<file path="src/rtl/rx_buf_pkg.sv">
// Shared constants, types and the slot-length to word-count helper for the
// rx buffer read sequencer.
package rx_buf_pkg;

    localparam int BANK_WORDS    = 128;
    localparam int SLOT_OVERHEAD = 40;
    localparam int HDR_BYTES     = 4;
    localparam int BUF_ADDR_W    = 8;

    typedef enum logic [1:0] {
        IDLE  = 2'd0,
        ISSUE = 2'd1,
        WAIT  = 2'd2,
        HOLD  = 2'd3
    } rd_state_t;

    typedef struct packed {
        logic       len_err;
        logic [7:0] words;
    } word_count_t;

    // Short or oversized slots fall back to draining the whole bank.
    function automatic word_count_t calc_words(input logic [8:0] slot_len);
        word_count_t res;
        logic [9:0]  raw;
        logic [9:0]  words;
        raw         = {1'b0, slot_len} - 10'(SLOT_OVERHEAD) + 10'(HDR_BYTES) + 10'd3;
        words       = raw >> 2;
        res.len_err = ({1'b0, slot_len} < 10'(SLOT_OVERHEAD + 1)) ||
                      (words > 10'(BANK_WORDS));
        res.words   = res.len_err ? 8'(BANK_WORDS) : words[7:0];
        return res;
    endfunction

endpackage

</file>
<file path="src/rtl/rx_bank_queue.sv">
// One-entry pending-bank slot: assigns alternating banks to interrupts and
// counts interrupts that arrive while the slot is still occupied.
module rx_bank_queue
    import rx_buf_pkg::*;
(
    input  logic       clk,
    input  logic       rst,
    input  logic       push,
    input  logic [7:0] push_words,
    input  logic       push_len_err,
    input  logic       pop,
    output logic       pend_valid,
    output logic       pend_bank,
    output logic [7:0] pend_words,
    output logic       len_err,
    output logic       overrun,
    output logic [7:0] overrun_cnt
);

    logic       pend_valid_q, pend_valid_d;
    logic       pend_bank_q, pend_bank_d;
    logic [7:0] pend_words_q, pend_words_d;
    logic       next_bank_q, next_bank_d;
    logic       len_err_q, len_err_d;
    logic       overrun_q, overrun_d;
    logic [7:0] overrun_cnt_q, overrun_cnt_d;

    // A push in the same cycle as a pop refills the slot instead of dropping.
    always_comb begin
        pend_valid_d  = pend_valid_q;
        pend_bank_d   = pend_bank_q;
        pend_words_d  = pend_words_q;
        next_bank_d   = next_bank_q;
        len_err_d     = len_err_q;
        overrun_d     = overrun_q;
        overrun_cnt_d = overrun_cnt_q;
        if (pop) begin
            pend_valid_d = 1'b0;
        end
        if (push) begin
            next_bank_d = ~next_bank_q;
            if (push_len_err) begin
                len_err_d = 1'b1;
            end
            if (!pend_valid_q || pop) begin
                pend_valid_d = 1'b1;
                pend_bank_d  = next_bank_q;
                pend_words_d = push_words;
            end else begin
                overrun_d = 1'b1;
                if (overrun_cnt_q != 8'hFF) begin
                    overrun_cnt_d = overrun_cnt_q + 8'd1;
                end
            end
        end
    end

    always_ff @(posedge clk or posedge rst) begin
        if (rst) begin
            pend_valid_q  <= 1'b0;
            pend_bank_q   <= 1'b0;
            pend_words_q  <= '0;
            next_bank_q   <= 1'b0;
            len_err_q     <= 1'b0;
            overrun_q     <= 1'b0;
            overrun_cnt_q <= '0;
        end else begin
            pend_valid_q  <= pend_valid_d;
            pend_bank_q   <= pend_bank_d;
            pend_words_q  <= pend_words_d;
            next_bank_q   <= next_bank_d;
            len_err_q     <= len_err_d;
            overrun_q     <= overrun_d;
            overrun_cnt_q <= overrun_cnt_d;
        end
    end

    assign pend_valid  = pend_valid_q;
    assign pend_bank   = pend_bank_q;
    assign pend_words  = pend_words_q;
    assign len_err     = len_err_q;
    assign overrun     = overrun_q;
    assign overrun_cnt = overrun_cnt_q;

endmodule

</file>
<file path="src/rtl/rx_buffer_rd_ctrl.sv">
// Drains completed ping-pong rx banks word by word from the 32-bit RAM read
// port onto a valid/ready stream, header word first.
module rx_buffer_rd_ctrl
    import rx_buf_pkg::*;
#(
    parameter int RAM_LAT = 1
) (
    input  logic        logic_clk_in,
    input  logic        logic_rst_in,
    input  logic        rx_slot_interrupt_in,
    input  logic [8:0]  rx_slot_length,
    output logic        ram_rd_out,
    output logic [7:0]  addr_rd_out,
    input  logic [31:0] ram_data_in,
    output logic        dout_valid,
    input  logic        dout_ready,
    output logic [31:0] dout_data,
    output logic        dout_first,
    output logic        dout_last,
    output logic        dout_bank,
    output logic        busy_out,
    output logic        overrun_out,
    output logic [7:0]  overrun_cnt,
    output logic [31:0] debug_signal
);

    rd_state_t             state_q, state_d;
    logic                  bank_q, bank_d;
    logic [7:0]            words_q, words_d;
    logic [6:0]            rd_cnt_q, rd_cnt_d;
    logic [1:0]            wait_cnt_q, wait_cnt_d;
    logic                  ram_rd_q, ram_rd_d;
    logic [BUF_ADDR_W-1:0] addr_q, addr_d;
    logic                  dout_valid_q, dout_valid_d;
    logic [31:0]           dout_data_q, dout_data_d;
    logic                  dout_first_q, dout_first_d;
    logic                  dout_last_q, dout_last_d;
    logic                  dout_bank_q, dout_bank_d;

    logic                  pop;
    word_count_t           wc;
    logic                  pend_valid;
    logic                  pend_bank;
    logic [7:0]            pend_words;
    logic                  len_err;

    assign wc = calc_words(rx_slot_length);

    rx_bank_queue u_queue (
        .clk          (logic_clk_in),
        .rst          (logic_rst_in),
        .push         (rx_slot_interrupt_in),
        .push_words   (wc.words),
        .push_len_err (wc.len_err),
        .pop          (pop),
        .pend_valid   (pend_valid),
        .pend_bank    (pend_bank),
        .pend_words   (pend_words),
        .len_err      (len_err),
        .overrun      (overrun_out),
        .overrun_cnt  (overrun_cnt)
    );

    // Read request and address are registered on entry to ISSUE so the RAM
    // sees them exactly for the one ISSUE cycle.
    always_comb begin
        state_d      = state_q;
        bank_d       = bank_q;
        words_d      = words_q;
        rd_cnt_d     = rd_cnt_q;
        wait_cnt_d   = wait_cnt_q;
        ram_rd_d     = 1'b0;
        addr_d       = addr_q;
        dout_valid_d = dout_valid_q;
        dout_data_d  = dout_data_q;
        dout_first_d = dout_first_q;
        dout_last_d  = dout_last_q;
        dout_bank_d  = dout_bank_q;
        pop          = 1'b0;
        case (state_q)
            IDLE: begin
                if (pend_valid) begin
                    pop      = 1'b1;
                    bank_d   = pend_bank;
                    words_d  = pend_words;
                    rd_cnt_d = '0;
                    ram_rd_d = 1'b1;
                    addr_d   = {pend_bank, 7'd0};
                    state_d  = ISSUE;
                end
            end
            ISSUE: begin
                wait_cnt_d = '0;
                state_d    = WAIT;
            end
            WAIT: begin
                if (wait_cnt_q == 2'(RAM_LAT - 1)) begin
                    dout_data_d  = ram_data_in;
                    dout_first_d = (rd_cnt_q == 7'd0);
                    dout_last_d  = ({1'b0, rd_cnt_q} == (words_q - 8'd1));
                    dout_bank_d  = bank_q;
                    dout_valid_d = 1'b1;
                    state_d      = HOLD;
                end else begin
                    wait_cnt_d = wait_cnt_q + 2'd1;
                end
            end
            HOLD: begin
                if (dout_ready) begin
                    dout_valid_d = 1'b0;
                    if (dout_last_q) begin
                        state_d = IDLE;
                    end else begin
                        rd_cnt_d = rd_cnt_q + 7'd1;
                        ram_rd_d = 1'b1;
                        addr_d   = {bank_q, rd_cnt_q + 7'd1};
                        state_d  = ISSUE;
                    end
                end
            end
            default: begin
                state_d = IDLE;
            end
        endcase
    end

    always_ff @(posedge logic_clk_in or posedge logic_rst_in) begin
        if (logic_rst_in) begin
            state_q      <= IDLE;
            bank_q       <= 1'b0;
            words_q      <= '0;
            rd_cnt_q     <= '0;
            wait_cnt_q   <= '0;
            ram_rd_q     <= 1'b0;
            addr_q       <= '0;
            dout_valid_q <= 1'b0;
            dout_data_q  <= '0;
            dout_first_q <= 1'b0;
            dout_last_q  <= 1'b0;
            dout_bank_q  <= 1'b0;
        end else begin
            state_q      <= state_d;
            bank_q       <= bank_d;
            words_q      <= words_d;
            rd_cnt_q     <= rd_cnt_d;
            wait_cnt_q   <= wait_cnt_d;
            ram_rd_q     <= ram_rd_d;
            addr_q       <= addr_d;
            dout_valid_q <= dout_valid_d;
            dout_data_q  <= dout_data_d;
            dout_first_q <= dout_first_d;
            dout_last_q  <= dout_last_d;
            dout_bank_q  <= dout_bank_d;
        end
    end

    assign ram_rd_out   = ram_rd_q;
    assign addr_rd_out  = addr_q;
    assign dout_valid   = dout_valid_q;
    assign dout_data    = dout_data_q;
    assign dout_first   = dout_first_q;
    assign dout_last    = dout_last_q;
    assign dout_bank    = dout_bank_q;
    assign busy_out     = (state_q != IDLE) || pend_valid;
    assign debug_signal = {12'd0, len_err, state_q, rd_cnt_q, words_q, pend_valid, bank_q};

endmodule
</file>
<file path="config.mk">
export PLATFORM = sky130hd
export DESIGN_NAME = rx_buffer_rd_ctrl
export DESIGN_NICKNAME = d
export VERILOG_FILES = /design/src/rtl/rx_buf_pkg.sv /design/src/rtl/rx_bank_queue.sv /design/src/rtl/rx_buffer_rd_ctrl.sv
export SDC_FILE = /design/constraint.sdc
export NUM_CORES = 1
export LEC_CHECK = 0
export ABC_AREA = 1
export BUFFER_PORTS_ARGS = -buffer_cell sky130_fd_sc_hd__clkbuf_2
export CAP_MARGIN = 30
export CORE_MARGIN = 1
export CORE_UTILIZATION = 30
export CTS_CLUSTER_DIAMETER = 50
export DETAILED_ROUTE_END_ITERATION = 16
export GPL_TIMING_DRIVEN = 1
export PLACE_DENSITY = 0.63
export SLEW_MARGIN = 20
export SYNTH_ARGS = -nofsm -noshare
export SYNTH_HDL_FRONTEND = slang
export SYNTH_SLANG_ARGS = --single-unit
</file>
<file path="constraint.sdc">
create_clock -name logic_clk_in -period 6.7 [get_ports logic_clk_in]
set_input_delay 1.005 -clock logic_clk_in [delete_from_list [all_inputs] [get_ports logic_clk_in]]
set_output_delay 1.005 -clock logic_clk_in [all_outputs]
set_load 0.005 [all_outputs]
</file>
Word-level counts from Yosys, hierarchy flattened

Cells that the tools add are included.

Add/subtract/negate cells: 7
$mul: 0
Div/mod/pow operators: 0
$lt $le $gt $ge: 2
Equality and inequality tests: 10
Shift operators: 0
Muxes and demuxes: 27
Bitwise operators: 2
Reductions and logical operators: 21

Operators by type and width:

| cell                                                        | number |
|---|---|
| 2-to-1 mux 8 bit                                            | 4 |
| 2-to-1 mux 7 bit                                            | 3 |
| one-hot mux 8 bit (2 select lines)                          | 1 |
| one-hot mux 7 bit (2 select lines)                          | 1 |
| AND reduction 2 bit                                         | 6 |
| adder 10 x 2 -> 10 bit (second input constant)              | 1 |
| adder 10 x 3 -> 10 bit (second input constant)              | 1 |
| 2-to-1 mux 1 bit                                            | 10 |
| subtractor 9 x 6 -> 10 bit (second input constant)          | 1 |
| less-than comparator 9 x 6 -> 1 bit (second input constant) | 1 |
| AND reduction 3 bit                                         | 3 |
| adder 8 x 1 -> 8 bit (second input constant)                | 1 |
| == test 7 x 8 -> 1 bit                                      | 1 |
| > comparator 8 bit (second input constant)                  | 1 |
| 2-to-1 mux 2 bit                                            | 4 |
| != test 2 bit (second input constant)                       | 4 |
| != test 8 bit (second input constant)                       | 1 |
| one-hot mux 2 bit (4 select lines)                          | 1 |
| nonzero test 2 bit                                          | 4 |
| subtractor 8 x 1 -> 8 bit (second input constant)           | 1 |
| adder 7 x 1 -> 7 bit (second input constant)                | 1 |
| logical NOT 7 bit                                           | 1 |
| == test 2 bit (second input constant)                       | 2 |
| logical NOT 2 bit                                           | 2 |
| 9 further kinds                                             | 13 |

Flip-flop bits (word level): 86
Latch bits: 0
RAM bits: 0
Memory bits (read-only): 0
Bits of input ports: 45
Output and inout bits: 87
Word-level logic and storage cells: 88
Memories kept: 0

Logic depth before layout (Yosys ltp)

Depth after elaboration: 6
Depth in mapped cells: 11
Mapped depth without buffers: 10

Cells and area by module

From an unflattened synthesis, not the netlist that was laid out.

Cells, all modules: 521
Area total of the unflattened synthesis: 4038.9 um2

By module, submodules not included:

| module            | times used | cells each | area each (um2) | sequential area each (um2) |
|---|---|---|---|---|
| rx_buffer_rd_ctrl | 1          | 404        | 3050.4          | 1451.4 |
| rx_bank_queue     | 1          | 117        | 988.4           | 525.5 |

Worst setup path after synthesis

Ideal clock, no wire load.

Path type: register to output
Start: register state_q[0]
End: output port busy_out
Data arrival time: 0.832 ns
Required time: 5.695 ns
Slack: 4.863 ns
Cell stages (with the launch flop): 4
Buffers on the path: 0
Path through: dfrtp_1 -> inv_1 -> ha_1 -> nand2_1

Word-level cells in the longest chain between the ends: 2

Ends and longest elaborated chain:

| item                   | line                     | RTL |
|---|---|---|
| start, declared        | rx_buffer_rd_ctrl.sv:27  | `rd_state_t state_q, state_d;` |
| start signal, assigned | rx_buffer_rd_ctrl.sv:142 | `state_q <= state_d;` |
| nonzero test 2 bit     | rx_buffer_rd_ctrl.sv:164 | `assign busy_out = (state_q != IDLE) \|\| pend_valid;` |
| logical OR 1 bit       | rx_buffer_rd_ctrl.sv:164 |  |
| end, declared          | rx_buffer_rd_ctrl.sv:21  | `output logic busy_out,` |

Every way passes these cells.

Final worst setup path

Start: register state_q[0]
End: register dout_last_q, in the netlist dout_last

Word-level cells in the longest chain between the ends: 2

Ends and longest elaborated chain:

| item                          | line                     | RTL |
|---|---|---|
| == test 2 bit                 | rx_buffer_rd_ctrl.sv:80  | `case (state_q)` |
| AND reduction 2 bit (no line) | n/a                      |  |
| end signal, assigned          | rx_buffer_rd_ctrl.sv:152 | `dout_last_q <= dout_last_d;` |
| end, declared                 | rx_buffer_rd_ctrl.sv:37  | `logic dout_last_q, dout_last_d;` |

Every way passes these cells.
A chain may end at the register's enable or synchronous reset.

==> impl_metrics.toml <==
[synthesis]
yosysTopAreaCell = "dfrtp_1"
async_reset_ff_share_pct = 100
synth_top_cell_area_share_pct = 50.7
ys_types = 40
synth_ff_type = "dfrtp_1"
synthTopCellsByArea = "dfrtp_1, nand2_1, buf_4"
yosysWarnings = 0
netlist_area_um2 = 3900
ys_ff_latch = 79
synthCells = 470
synth_edf_count = 0
synth_seq_area_share_pct = 50.7
syn_avg_cell_area_um2 = 8.29

[cts]
cts-root-buf = "clkbuf_16"
cts_hold_buf = 0
cts.sinks = 79
post_cts_resized = 0
postCtsSetupBuffers = 0
numCtsBuffers = 9
clkSlewWorstSetupHoldPaths_ns = 0.06
h-tree-depth = 3
cts_tree = "done"
cts_buffer_depth = 2
worst_skew_pair.late_latency_ns = 0.33

[timing]
setup_tns_ns = 0
fin_ws_ns = 4.21
period_share_pct = 37.1
rsz0062_at_grt = "no"
finClkSkew_ns = 0.00564
post-route-min-period_ns = 2.49
slew_viol_final = 0
setup_viol_count_final = 0
fmax_mhz = 402
hold_viol = 0

[global_routing]
grt_pass1_wl_um = 14100
overflow = 0
grt_usage_pct = 13.5
grt_pass1_vias = 2919
antenna_found_initial = 0
grt_max_degree = 57

[cells_and_area]
nets = 636
nFillCells = 1331
syn2layout_area_growth_pct = 26.1
multi_input_area_um2 = 1580
drive_gt1_share_pct = 26.9
seqCellArea_um2 = 1980
diodes = 0

[floorplan]
io_pins = 132
die_x_um = 116
core_region_area_um2 = 12600
rows = 41
dieArea_um2 = 13500
start_util_pct = 30.9
die_h_um = 116

[worst_setup_path]
endpoint_kind = "flop"
crit_path_start_kind = "flop"
reg2regPathDepth = 12
worst_ep_arrival_time_ns = 2.70
critPathKind = "reg -> reg"
cp_max_fo = 38
worstPathRequired_ns = 6.92

[detailed_routing]
wl_per_cell_um = 11.4
vias_per_cell = 4.24
drt_iter0_markers = 115
num_vias = 3216
dr.pass1.iters = 4
drc = 0
finalWirelength_um = 8640
drtAntennaViolNets = 0

[run_status]
outcome = "complete, no violations"

[pwr]
vdd_ir_drop_max_mv = 0.165
power_per_cell_area_nw_per_um2 = 452
power.leakage_uw = 0.00270

[flow_run]
maxCapViolCount = 0

[place]
gp_congestion = 0.788
post-place-ws_ns = 3.91
io_buffers = 119
dp_hpwl_um = 6410

[min_path]
min_path_type = "reg -> reg"
hold_depth = 1
-- state kept, by name, indices dropped and copies added, names as in the netlist, 2 cells and up --
| name | count |
|---|---|
| addr_rd_out | 2 |
| wait_cnt_q | 2 |
| words_q | 8 |
| dout_data | 32 |
| rd_cnt_q | 6 |
| state_q | 2 |
| u_queue.overrun_cnt | 8 |
| u_queue.pend_words | 8 |
-- worst max-delay path, cell delays in order (launching register included) --
cell	delay [ns]
dfrtp_1	0.40
inv_1	0.10
ha_1	0.26
nand2_1	0.09
buf_4	0.36
clkinv_1	0.51
buf_8	0.33
nand3_1	0.07
nor2_1	0.04
nand3_1	0.06
nor2_1	0.05
nand3_1	0.06
nand2_1	0.05
-- cell usage after synthesis, drive strengths merged, types with 2 or more instances --
cell type  count
nand4          2
a21oi          8
o21ai         28
o22ai          2
nor3           3
xor2           6
nor2          32
inv           44
buf           27
dfrtp         79
nand3         24
clkbuf         6
or2            5
o21a           2
nand2        180
ha             9
xnor2          5
-- where the power goes --
part | internal, µW | switching [µW] | leakage, µW
Clock | 336 | 185 | 0.000156
Sequential | 679 | 154 | 0.000982
Combinational | 357 | 511 | 0.00157
-- cells by family (layout without fill, tap and decap cells) --
family          after synthesis  in the layout  share of synthesized area (%)
flops                        79             79                           50.7
compound gates               44             44                           6.10
simple gates                247            247                           27.3
buf+inv                      78            184                           9.89
other cells                   1             12                         0.0962
xor+xnor                     12             12                           3.05
fa+ha+maj                     9              9                           2.89
-- per-layer routing --
metal  GRT usage [%]  up-vias  share of wire, %
met4            3.85        0              0.90
met1            16.8     1464                45
met2            22.9       93                48
li1                -     1651                 -
met3            3.82        8               5.8
met5               0        -                 0
-- final timing paths --
| path | from | endpoint | slack (ns) |
|---|---|---|---|
| min in group asynchronous | logic_rst_in | u_queue.overrun_cnt[5] | 0.70 |
| worst max register to register | state_q[0] | dout_last | 4.21 |
| worst max-delay path | state_q[0] | dout_last | 4.21 |
| max in group asynchronous | logic_rst_in | dout_data[3] | 5.42 |
| worst min-delay path | u_queue.next_bank_q | u_queue.next_bank_q | 0.47 |
| worst min register to register | u_queue.next_bank_q | u_queue.next_bank_q | 0.47 |
-- final cells by class --
| cell class | count | area share, % |
|---|---|---|
| Clock buffer | 11 | 4.94 |
| Multi-Input combinational cell | 324 | 32.1 |
| Clock inverter | 5 | 1.65 |
| Tap cell | 172 | 4.38 |
| Timing Repair Buffer | 123 | 13.3 |
| Sequential cell | 79 | 40.2 |
| Inverter | 45 | 3.46 |
-- stage by stage --
step	hold slack, ns	power [µW]	instances	cell area [µm²]	util (%)
4_1_cts	0.471	2250	758	4900	38.8
3_3_place_gp	0.457	1690	741	4550	36.1
3_5_place_dp	0.463	1720	742	4580	36.3
5_1_grt	0.498	2440	759	4920	39.0
2_1_floorplan	0.442	1400	481	3940	-
6_report	0.467	2220	759	4920	39.0
-- cell usage in the layout (no fill, tap or decap), drive strengths merged --
| cell type | synthesis | layout |
|---|---|---|
| o22ai | 2 | 2 |
| a31oi | 1 | 1 |
| inv | 44 | 43 |
| o21a | 2 | 2 |
| xnor2 | 5 | 5 |
| buf | 27 | 4 |
| nand3 | 24 | 24 |
| xnor3 | 1 | 1 |
| nor3 | 3 | 3 |
| o21bai | 1 | 1 |
| dfrtp | 79 | 79 |
| nor2 | 32 | 32 |
| ha | 9 | 9 |
| clkinv | 1 | 4 |
| bufinv | 0 | 2 |
| xor2 | 6 | 6 |
| o41ai | 1 | 1 |
| nand4 | 2 | 2 |
| clkbuf | 6 | 130 |
| conb | 1 | 12 |
| o211ai | 1 | 1 |
| a21oi | 8 | 8 |
| nand2 | 180 | 180 |
| o21ai | 28 | 28 |
| or2 | 5 | 5 |
| clkinvlp | 0 | 1 |
| nand3b | 1 | 1 |
Note: power is estimated with default switching activity, not from simulation.
